`config.mk`:
```
export PLATFORM = sky130hd
export DESIGN_NAME = caxi4interconnect_fifo_downsizing_flat
export DESIGN_NICKNAME = d
export VERILOG_FILES = /design/src/rtl/caxi4interconnect_fifo_downsizing_if.sv /design/src/rtl/caxi4interconnect_fifo_downsizing.sv /design/src/flat_wrapper.sv
export SDC_FILE = /design/constraint.sdc
export NUM_CORES = 2
export LEC_CHECK = 0
export CORE_UTILIZATION = 40
export CTS_BUF_LIST = sky130_fd_sc_hd__clkbuf_4 sky130_fd_sc_hd__clkbuf_8 sky130_fd_sc_hd__clkbuf_16
export DETAILED_ROUTE_END_ITERATION = 10
export GPL_TIMING_DRIVEN = 0
export PLACE_DENSITY = 0.63
export SLEW_MARGIN = 20
export SYNTH_ARGS = -nofsm -noshare
export SYNTH_HDL_FRONTEND = slang
export SYNTH_SLANG_ARGS = --single-unit
```
`constraint.sdc`:
```
create_clock -name clk -period 5.8 [get_ports clk]
set_clock_uncertainty 0.1 [all_clocks]
set_input_delay 1.16 -clock clk [delete_from_list [all_inputs] [get_ports clk]]
set_output_delay 1.16 -clock clk [all_outputs]
set_load 0.02 [all_outputs]
```
`src/rtl/caxi4interconnect_fifo_downsizing_if.sv`:
```
// Bus interface for caxi4interconnect_fifo_downsizing.
// Carries the wide write side, the narrow read side and the occupancy flags.
// Optional macro CAXI4_FIFO_DOWNSIZING_LAST_EN adds data_out_last.
interface caxi4interconnect_fifo_downsizing_if #(
    parameter int DATA_WIDTH_IN    = 128,
    parameter int DATA_WIDTH_OUT   = 32,
    parameter int EXTRA_DATA_WIDTH = 8
);
    localparam int RATIO = DATA_WIDTH_IN / DATA_WIDTH_OUT;
    localparam int SW    = $clog2(RATIO);

    logic                                       wr_en;
    logic [DATA_WIDTH_IN+EXTRA_DATA_WIDTH-1:0]  data_in;
    logic [SW-1:0]                              wr_first_slice;
    logic [SW-1:0]                              wr_last_slice;
    logic                                       rd_en;
    logic [DATA_WIDTH_OUT+EXTRA_DATA_WIDTH-1:0] data_out;
    logic                                       data_out_valid;
    logic [SW-1:0]                              data_out_slice;
    logic                                       fifo_full;
    logic                                       fifo_empty;
    logic                                       fifo_nearly_full;
    logic                                       fifo_nearly_empty;
    logic                                       fifo_one_from_full;
`ifdef CAXI4_FIFO_DOWNSIZING_LAST_EN
    logic                                       data_out_last;
`endif

    // FIFO side: consumes writes and read strobes, drives data and flags
    modport slave (
`ifdef CAXI4_FIFO_DOWNSIZING_LAST_EN
        output data_out_last,
`endif
        input  wr_en, data_in, wr_first_slice, wr_last_slice, rd_en,
        output data_out, data_out_valid, data_out_slice,
        output fifo_full, fifo_empty, fifo_nearly_full, fifo_nearly_empty, fifo_one_from_full
    );

    // User side: produces writes and read strobes, observes data and flags
    modport master (
`ifdef CAXI4_FIFO_DOWNSIZING_LAST_EN
        input  data_out_last,
`endif
        output wr_en, data_in, wr_first_slice, wr_last_slice, rd_en,
        input  data_out, data_out_valid, data_out_slice,
        input  fifo_full, fifo_empty, fifo_nearly_full, fifo_nearly_empty, fifo_one_from_full
    );
endinterface

```
`src/rtl/caxi4interconnect_fifo_downsizing.sv`:
```
// Wide-to-narrow buffering FIFO for the AXI4 data-width converters.
// Wide entries are stored in a RAM; one entry at a time sits in a registered
// head and is presented slice by slice from its first to its last index.
// The storage count excludes the head entry.
// Optional macro CAXI4_FIFO_DOWNSIZING_LAST_EN adds data_out_last, which flags
// the final slice of the head entry.
module caxi4interconnect_fifo_downsizing #(
    parameter int MEM_DEPTH           = 16,
    parameter int DATA_WIDTH_IN       = 128,
    parameter int DATA_WIDTH_OUT      = 32,
    parameter int EXTRA_DATA_WIDTH    = 8,
    parameter int NEARLY_FULL_THRESH  = 12,
    parameter int NEARLY_EMPTY_THRESH = 2
) (
    input  logic                                  clk,
    input  logic                                  rst,
    caxi4interconnect_fifo_downsizing_if.slave    bus
);
    localparam int DEPTH = (MEM_DEPTH < 4) ? 4 : MEM_DEPTH;
    localparam int RATIO = DATA_WIDTH_IN / DATA_WIDTH_OUT;
    localparam int SW    = $clog2(RATIO);
    localparam int W     = DATA_WIDTH_IN + EXTRA_DATA_WIDTH;
    localparam int EW    = W + 2 * SW;
    localparam int AW    = $clog2(DEPTH);
    localparam int CW    = $clog2(DEPTH + 1);

    // Storage entry layout: {last, first, extra, data}
    logic [EW-1:0]             r_mem [DEPTH];
    logic [AW-1:0]             r_wrPtr;
    logic [AW-1:0]             r_rdPtr;
    logic [CW-1:0]             r_count;
    logic                      r_headValid;
    logic [W-1:0]              r_headData;
    logic [SW-1:0]             r_headLast;
    logic [SW-1:0]             r_slice;
    logic                      r_full;
    logic                      r_empty;
    logic                      r_nearlyFull;
    logic                      r_nearlyEmpty;
    logic                      r_oneFromFull;

    logic [EW-1:0]             w_memEntry;
    logic                      w_wrAccept;
    logic                      w_sliceRead;
    logic                      w_lastConsume;
    logic                      w_headLoad;
    logic                      w_headValidNext;
    logic [CW-1:0]             w_countNext;
    logic [DATA_WIDTH_OUT-1:0] w_sliceData;

    function automatic logic [AW-1:0] incPtr(input logic [AW-1:0] p);
        return (p == AW'(DEPTH - 1)) ? '0 : p + AW'(1);
    endfunction

    assign w_memEntry      = r_mem[r_rdPtr];
    assign w_wrAccept      = bus.wr_en && !r_full;
    assign w_sliceRead     = r_headValid && bus.rd_en;
    assign w_lastConsume   = w_sliceRead && (r_slice == r_headLast);
    // The head refills either when idle or in the same cycle its last slice leaves,
    // which is what keeps back-to-back entries free of bubbles.
    assign w_headLoad      = (r_count != '0) && (!r_headValid || w_lastConsume);
    assign w_headValidNext = w_headLoad || (r_headValid && !w_lastConsume);

    // Next storage count: a write and a head load in the same cycle cancel out
    always_comb begin
        w_countNext = r_count;
        if (w_wrAccept && !w_headLoad) begin
            w_countNext = r_count + CW'(1);
        end else if (!w_wrAccept && w_headLoad) begin
            w_countNext = r_count - CW'(1);
        end
    end

    // Select the slice of the head entry addressed by the slice pointer
    always_comb begin
        w_sliceData = '0;
        for (int i = 0; i < RATIO; i++) begin
            if (r_slice == SW'(i)) begin
                w_sliceData = r_headData[i*DATA_WIDTH_OUT +: DATA_WIDTH_OUT];
            end
        end
    end

    // Storage RAM write port, no reset so it can map onto memory
    always_ff @(posedge clk) begin
        if (w_wrAccept) begin
            r_mem[r_wrPtr] <= {bus.wr_last_slice, bus.wr_first_slice, bus.data_in};
        end
    end

    // Pointers, count, head entry, slice pointer and registered flags
    always_ff @(posedge clk or negedge rst) begin
        if (!rst) begin
            r_wrPtr       <= '0;
            r_rdPtr       <= '0;
            r_count       <= '0;
            r_headValid   <= 1'b0;
            r_headData    <= '0;
            r_headLast    <= '0;
            r_slice       <= '0;
            r_full        <= 1'b0;
            r_empty       <= 1'b1;
            r_nearlyFull  <= 1'b0;
            r_nearlyEmpty <= 1'b1;
            r_oneFromFull <= 1'b0;
        end else begin
            if (w_wrAccept) begin
                r_wrPtr <= incPtr(r_wrPtr);
            end
            if (w_headLoad) begin
                r_rdPtr    <= incPtr(r_rdPtr);
                r_headData <= w_memEntry[W-1:0];
                r_slice    <= w_memEntry[W +: SW];
                r_headLast <= w_memEntry[W+SW +: SW];
            end else if (w_lastConsume) begin
                r_headData <= '0;
                r_slice    <= '0;
                r_headLast <= '0;
            end else if (w_sliceRead) begin
                r_slice <= r_slice + SW'(1);
            end
            r_headValid   <= w_headValidNext;
            r_count       <= w_countNext;
            r_full        <= (w_countNext == CW'(DEPTH));
            r_oneFromFull <= (w_countNext == CW'(DEPTH - 1));
            r_nearlyFull  <= (int'(w_countNext) >= NEARLY_FULL_THRESH);
            r_nearlyEmpty <= (int'(w_countNext) <= NEARLY_EMPTY_THRESH);
            r_empty       <= (w_countNext == '0) && !w_headValidNext;
        end
    end

    generate
        if (EXTRA_DATA_WIDTH > 0) begin : g_extra
            assign bus.data_out = {r_headData[DATA_WIDTH_IN +: EXTRA_DATA_WIDTH], w_sliceData};
        end else begin : g_noExtra
            assign bus.data_out = w_sliceData;
        end
    endgenerate

    assign bus.data_out_valid     = r_headValid;
    assign bus.data_out_slice     = r_slice;
    assign bus.fifo_full          = r_full;
    assign bus.fifo_empty         = r_empty;
    assign bus.fifo_nearly_full   = r_nearlyFull;
    assign bus.fifo_nearly_empty  = r_nearlyEmpty;
    assign bus.fifo_one_from_full = r_oneFromFull;
`ifdef CAXI4_FIFO_DOWNSIZING_LAST_EN
    assign bus.data_out_last      = r_headValid && (r_slice == r_headLast);
`endif
endmodule

```
`src/flat_wrapper.sv`:
```
// flat-port wrapper written by rule: the top's interface ports become plain ports
module caxi4interconnect_fifo_downsizing_flat 
#(
    parameter int MEM_DEPTH           = 16,
    parameter int DATA_WIDTH_IN       = 128,
    parameter int DATA_WIDTH_OUT      = 32,
    parameter int EXTRA_DATA_WIDTH    = 8,
    parameter int NEARLY_FULL_THRESH  = 12,
    parameter int NEARLY_EMPTY_THRESH = 2
)
  (clk, rst, bus_wr_en, bus_data_in, bus_wr_first_slice, bus_wr_last_slice, bus_rd_en, bus_data_out, bus_data_out_valid, bus_data_out_slice, bus_fifo_full, bus_fifo_empty, bus_fifo_nearly_full, bus_fifo_nearly_empty, bus_fifo_one_from_full);
  caxi4interconnect_fifo_downsizing_if #(.DATA_WIDTH_IN(DATA_WIDTH_IN), .DATA_WIDTH_OUT(DATA_WIDTH_OUT), .EXTRA_DATA_WIDTH(EXTRA_DATA_WIDTH)) bus_i ();
  input  logic clk;
  input  logic rst;
  input wire logic [$bits(bus_i.wr_en)-1:0] bus_wr_en;
  input wire logic [$bits(bus_i.data_in)-1:0] bus_data_in;
  input wire logic [$bits(bus_i.wr_first_slice)-1:0] bus_wr_first_slice;
  input wire logic [$bits(bus_i.wr_last_slice)-1:0] bus_wr_last_slice;
  input wire logic [$bits(bus_i.rd_en)-1:0] bus_rd_en;
  output wire logic [$bits(bus_i.data_out)-1:0] bus_data_out;
  output wire logic [$bits(bus_i.data_out_valid)-1:0] bus_data_out_valid;
  output wire logic [$bits(bus_i.data_out_slice)-1:0] bus_data_out_slice;
  output wire logic [$bits(bus_i.fifo_full)-1:0] bus_fifo_full;
  output wire logic [$bits(bus_i.fifo_empty)-1:0] bus_fifo_empty;
  output wire logic [$bits(bus_i.fifo_nearly_full)-1:0] bus_fifo_nearly_full;
  output wire logic [$bits(bus_i.fifo_nearly_empty)-1:0] bus_fifo_nearly_empty;
  output wire logic [$bits(bus_i.fifo_one_from_full)-1:0] bus_fifo_one_from_full;
  assign bus_i.wr_en = bus_wr_en;
  assign bus_i.data_in = bus_data_in;
  assign bus_i.wr_first_slice = bus_wr_first_slice;
  assign bus_i.wr_last_slice = bus_wr_last_slice;
  assign bus_i.rd_en = bus_rd_en;
  assign bus_data_out = bus_i.data_out;
  assign bus_data_out_valid = bus_i.data_out_valid;
  assign bus_data_out_slice = bus_i.data_out_slice;
  assign bus_fifo_full = bus_i.fifo_full;
  assign bus_fifo_empty = bus_i.fifo_empty;
  assign bus_fifo_nearly_full = bus_i.fifo_nearly_full;
  assign bus_fifo_nearly_empty = bus_i.fifo_nearly_empty;
  assign bus_fifo_one_from_full = bus_i.fifo_one_from_full;
  caxi4interconnect_fifo_downsizing #(.MEM_DEPTH(MEM_DEPTH), .DATA_WIDTH_IN(DATA_WIDTH_IN), .DATA_WIDTH_OUT(DATA_WIDTH_OUT), .EXTRA_DATA_WIDTH(EXTRA_DATA_WIDTH), .NEARLY_FULL_THRESH(NEARLY_FULL_THRESH), .NEARLY_EMPTY_THRESH(NEARLY_EMPTY_THRESH)) u_core (.clk(clk), .rst(rst), .bus(bus_i));
endmodule
```
Word level (Yosys, flattened, before mapping)
Memory sizes are Yosys's and may differ from the RTL's.
Cells that the tools add are included.
{"block": "op_classes", "n_addsub": 5, "multipliers": 0, "div_mod_pow": 0, "magnitude_cmp": 2, "eq_ne": 8, "shifts": 0, "muxes": 17, "bitwise": 0, "n_reduce_logical": 21}
{"cell": "two-way mux 136 bit", "count": 2}
{"cell": "two-way mux 32 bit", "count": 4}
{"cell": "two-way mux 2 bit", "count": 5}
{"cell": "two-way mux 5 bit", "count": 2}
{"cell": "adder 4 x 1 -> 4 bit (second input constant)", "count": 2}
{"cell": "equality test 4 bit (second input constant)", "count": 2}
{"cell": "logical AND 1 bit", "count": 8}
{"cell": "two-way mux 4 bit", "count": 2}
{"cell": "logical NOT 1 bit", "count": 6}
{"cell": "adder 5 x 1 -> 5 bit (second input constant)", "count": 1}
{"cell": "equality test 5 x 4 -> 1 bit (second input constant)", "count": 1}
{"cell": "equality test 5 bit (second input constant)", "count": 1}
{"cell": "greater-or-equal comparator 5 x 4 -> 1 bit (second input constant)", "count": 1}
{"cell": "<= comparator 5 x 2 -> 1 bit (second input constant)", "count": 1}
{"cell": "logical NOT 5 bit", "count": 1}
{"cell": "nonzero test 5 bit", "count": 1}
{"cell": "subtractor 5 x 1 -> 5 bit (second input constant)", "count": 1}
{"cell": "equality test 2 bit (second input constant)", "count": 2}
{"cell": "nonzero test 3 bit", "count": 1}
{"cell": "adder 2 x 1 -> 2 bit (second input constant)", "count": 1}
{"cell": "equality test 2 x 1 -> 1 bit (second input constant)", "count": 1}
{"cell": "equality test 2 bit", "count": 1}
{"cell": "logical NOT 2 bit", "count": 1}
{"cell": "logical OR 1 bit", "count": 2}
{"cell": "other kinds (2)", "count": 3}
{"block": "word_totals", "ff_bits": 159, "latch_bits": 0, "mem_bits_rw": 2240, "romBits": 0, "in_bits": 144, "out_inout_bits": 48, "memories": 1}
{"memory": "u_core.r_mem", "words": 16, "width": 140, "rd": 1, "rd_clocked_by_memory_dff": 0, "wr": 1, "line_no": "caxi4interconnect_fifo_downsizing.sv:28", "text": "logic [EW-1:0] r_mem [DEPTH];"}

Longest topological paths before layout
{"block": "logic_depth", "ltp_word": 9, "mapped_depth": 10, "ltp_nobuf": 8}

Worst setup path after synthesis
No wires, ideal clock.
{"block": "synth_timing", "kind": "input-to-reg", "start": "input bus_wr_en", "end": "memory u_core.r_mem[4][0] in the netlist's numbering (enable)", "t_arrival_ps": 5299, "t_required_ps": 5184, "path_slack_ps": -116, "stages": 6, "cell_sequence": "nor2b_1 > clkbuf_1 > clkbuf_1 > nand2_1 > nor2_1 > and2_1"}
{"block": "synth_via", "elab_chain_cells": 3}
{"element": "start: declaration", "line_no": "flat_wrapper.sv:15", "text": "input wire logic [$bits(bus_i.wr_en)-1:0] bus_wr_en;"}
{"element": "logical AND 1 bit", "line_no": "caxi4interconnect_fifo_downsizing.sv:56", "text": "assign w_wrAccept = bus.wr_en && !r_full;"}
{"element": "two-way mux 1 bit", "line_no": "caxi4interconnect_fifo_downsizing.sv:86", "text": "if (w_wrAccept) begin"}
{"element": "two-way mux 1 bit (implied by the code)", "line_no": "caxi4interconnect_fifo_downsizing.sv:87", "text": "r_mem[r_wrPtr] <= {bus.wr_last_slice, bus.wr_first_slice, bus.data_in};"}
{"element": "end: declaration", "line_no": "caxi4interconnect_fifo_downsizing.sv:28"}
No other way between the ends.

Final worst setup path
{"block": "layout_timing", "start": "register u_core.r_slice[0], in the netlist u_core.bus.data_out_slice[0]", "end": "output bus_data_out[31]"}
{"block": "layout_via", "elab_chain_cells": 5, "elab_cells_between_ends": 8}
{"element": "start: declaration", "line_no": "caxi4interconnect_fifo_downsizing.sv:35", "text": "logic [SW-1:0] r_slice;"}
{"element": "start signal: assignment", "line_no": "caxi4interconnect_fifo_downsizing.sv:113", "text": "r_slice <= w_memEntry[W +: SW];"}
{"element": "start signal: assignment", "line_no": "caxi4interconnect_fifo_downsizing.sv:120", "text": "r_slice <= r_slice + SW'(1);"}
{"element": "logical NOT 2 bit", "line_no": "caxi4interconnect_fifo_downsizing.sv:78", "text": "if (r_slice == SW'(i)) begin"}
{"element": "two-way mux 32 bit (3 in series)", "line_no": "caxi4interconnect_fifo_downsizing.sv:78"}
{"element": "two-way mux 32 bit *", "line_no": "caxi4interconnect_fifo_downsizing.sv:78"}
{"element": "end: declaration", "line_no": "flat_wrapper.sv:20", "text": "output wire logic [$bits(bus_i.data_out)-1:0] bus_data_out;"}
Every way passes the cells marked *; elsewhere a longest branch is shown, timed or not.

==> impl_results.md <==
* Fillers at 18200
* Hold Vio Cnt, Final at 0
* Post-route ant nets at 0
* Multiplexer share of the synthesized area at 17.0%
* Synth Area in Adders at 0.151%
* Register area at 71200 µm²
* Reg clk slew, reported paths at 0.07 ns
* Routed WL at around 240000 µm
* Place WS at 0.478 ns
* Top-count cell post-synth: edfxtp_1
* Die X-Extent at 479 µm
* Sequential cell fraction of total power at 40.8%
* GR Overflow Total at 0
* First-pass GRT wire length at 342000 µm
* Area contributors post-synth: edfxtp_1 74%, mux4_2 16%, dfrtp_1 4.3%
* H-tree depth at 4
* Initial antenna violation count at 50
* DRC viols at 0
* Vias at 43700
* Synthesized net count at between 3000 and 4000
* Num CTS Buffers at 231
* Crit Path Max Fanout at 10
* Worst endpoint data arrival time at 4.46 ns
* FF-to-FF Start: u_core.bus.fifo_full$_DFF_PN0_
* Compound-cell area share of the yosys netlist at 2.54%
* Initial Util at between 40% and 50%
* Synthesized area at 91100 µm²
* Number of synthesized register bits at 2399
* Simple-gate share of the synthesized area at 0.763%
* Clock Tree Buf Depth at 3
* Crit path kind: reg -> out
* CTS Sinks at 2399
* Post-DP HPWL at 152000 µm
* Register area share after synthesis at 78.2%
* Post-CTS Setup Bufs at 0
* Slew margin rel. at about 17%
* F_max at around 170 MHz
* Post-route setup slack at approximately 0.080 ns
* Post-route minimum period at 5.72 ns
* Max VDD drop at about 0.32 mV
* Max-slew violation count at 0
* Cell taking the most area after synthesis: edfxtp_1
* Setup violations, final at 0
* Worst R2R Path Depth at 9
* Required time of the critical path at ~4.5 ns
* Routability cong. at slightly below 0.9
* Fin cells at 7542
* GRT Total Usage at around a fifth
* Vias per std cell at 5.79
* Hold-fix buffers, CTS at 0
* Number of synthesized flops with an enable pin at between 2000 and 2500
* Footprint of the multi-input gates at between 15000 and 20000 µm²
* Root Driver: clkbuf_16
* Part of the power in combinational logic at 29.9%
* Vias in the first global route at 44000
* Largest net degree at the start of global routing at 101
* Synth Area per Inst at 23.8 µm²
* Sw Pwr at 16400 µW
* Initial DRT Pass Iterations at 5
* Main combinational cell family by area after synthesis: multiplexers
* Cell count after synthesis at 3832
* Site Rows at 174
* Core area at 226000 µm²
* 1st-iter DRT viols at 5259
* P per Cell Area at a little under 500 nW/µm²
* Ys Warns at 0
* Fraction of layout cells with a size suffix above 1 at 28.1%
* Status: finished, final reports clean
* Port Buffers at 191
* Worst-margin pin slew at 1.24 ns
* CP startpoint kind: register
* Final #Nets at 4488
* Top Ports at 192
* Die Y at 479 µm
* Skew-Pair Late Insertion Delay at 0.90 ns
* Sw frac at 31.1%
* Total of max-cap violations at 0
* CP Capture Type: output pin
* Clk network pwr share at 29.2%
* Top cells by count, synth: 2240 x edfxtp_1, 663 x mux4_2, 157 x dfrtp_1
* Critical R2R Capture: u_core.r_mem[4][28]$_DFFE_PP_
* Leakage at 0.0339 µW
* Post-synth ARST share at 6.63%
* Pint at between 30000 and 40000 µW
* Reg2Reg Setup Slack at 1.93 ns
* Placed insts at 7092
* XOR/XNOR Fraction of Synth Area at less than 1%
* Layout area overhead at 17.1%
* Final Cycle Share at 98.6%
* Die Area at 230000 µm²
* Synth top area share at 73.9%
* Unrepaired setup endpoints after global routing: no
* Synth cell types at 47
* HP Class: in -> async
* CTS tree: done
* Primary FF master, synth: edfxtp_1
* WL per Instance at 32.3 µm
==> sequential cells by signal (all words and copies together) (netlist names) <==
name and flops:
u_core.bus.fifo_full 1, u_core.bus.fifo_nearly_full 1, u_core.bus.fifo_nearly_empty 1, u_core.r_count 5, u_core.r_wrPtr 4, u_core.r_mem 2240, u_core.bus.data_out_slice 2, u_core.r_headData 136
u_core.r_rdPtr 4, u_core.bus.fifo_one_from_full 1, u_core.bus.fifo_empty 1, u_core.r_headLast 2, u_core.bus.data_out_valid 1
==> cell families (layout without fill, tap and decap cells) <==
| kind of cell | count (synthesis) | count (layout) |
|---|---|---|
| AO/OA/AOI/OAI | 311 | 311 |
| XOR/XNOR | 7 | 7 |
| adder cells (fa/ha/maj) | 11 | 11 |
| buffers and inverters | 237 | 941 |
| flip-flops | 2399 | 2399 |
| multiplexers | 714 | 714 |
| other | 0 | 14 |
| AND/OR/NAND/NOR | 153 | 153 |
==> worst max-delay path, cell delays in order, from the launching register on <==
cell	delay, ns
dfrtp_1	0.45
inv_1	0.15
ha_1	0.15
clkbuf_1	0.47
buf_1	0.64
a21oi_1	0.12
o21ai_0	0.82
clkdlybuf4s50_1	0.77
==> through the flow <==
stage	setup TNS, ns	hold slack (ns)	util (%)	total power, µW	area [µm²]
after floorplan	0	0.350	-	31200	91100
after global placement	-8669.03	0.363	42.9	37600	96700
after detailed placement	0	0.375	43.7	37800	98600
after CTS	0	0.119	47.3	53200	107000
after global routing	0	0.164	47.3	54500	107000
final	0	0.156	47.3	52800	107000
==> repair_timing <==
item / CTS / global route
setup endpoints to repair: 30 / 23
gates resized for setup: 47 / 7
cloned: 0 / 0
==> power by group through the flow <==
stage	clock network [µW]	logic, µW	registers (µW)
final	15400	15800	21600
after global routing	16300	16500	21700
after CTS	15700	16000	21500
after detailed placement	0	15900	21900
after global placement	0	15400	22200
after floorplan	0	9530	21600
==> cell usage in the layout, fill, tap and decap left out, types with 5 or more instances in the layout <==
cell and instances:
a211oi_1 16, a21o_1 15, a21oi_1 37, a22o_1 126, a22oi_1 31, a31oi_1 5
and2_4 16, buf_1 8, buf_12 39, buf_16 37, buf_2 41, buf_4 26
buf_6 17, bufinv_16 23, clkbuf_1 123, clkbuf_16 232, clkbuf_2 13, clkbuf_4 49
clkbuf_8 22, clkdlybuf4s50_1 190, clkinv_1 40, clkinv_16 6, clkinv_2 50, dfrtp_1 157
diode_2 14, edfxtp_1 2240, ha_1 11, inv_1 8, mux2i_1 50, mux4_2 663
nand2_1 68, nand3_1 5, nor2_1 35, o21ai_0 10, o21ai_1 14, o21ai_2 15
o221ai_1 24, o22ai_1 12, xnor2_1 7
==> area by class of cell <==
class	instances	area share (%)
sequential	2399	66.8
multi-input combinational	1196	17.6
clock buffer	303	6.07
tap	2992	3.51
timing repair buffer	268	3.50
clock inverter	133	1.35
buffer	228	1.08
antenna	14	0.0329
inverter	9	0.0317
==> worst max path at each step <==
stage	from	endpoint	slack [ns]	cells after the start
after global placement	bus_wr_en	u_core.r_mem[8][32]$_DFFE_PP_	-5.46	5
after detailed placement	u_core.bus.data_out_slice[1]$_DFFE_PN0P_	bus_data_out[13]	0.48	10
final	u_core.bus.data_out_slice[0]$_DFFE_PN0P_	bus_data_out[31]	0.08	7
after CTS	u_core.bus.data_out_slice[1]$_DFFE_PN0P_	bus_data_out[7]	0.02	10
after floorplan	bus_wr_en	u_core.r_mem[10][0]$_DFFE_PP_	0.27	4
after global routing	u_core.bus.data_out_slice[1]$_DFFE_PN0P_	bus_data_out[10]	0.02	10
==> metal layers <==
metal  GRT usage (%)  part of all wire (%)  routed length (µm)
met5               0                 0.088                 215
met2            34.5                    49              119000
met1            28.3                    39               95200
met4            8.16                   4.0                9670
met3            4.28                   8.1               19700
(Power assumes the default switching activity.)
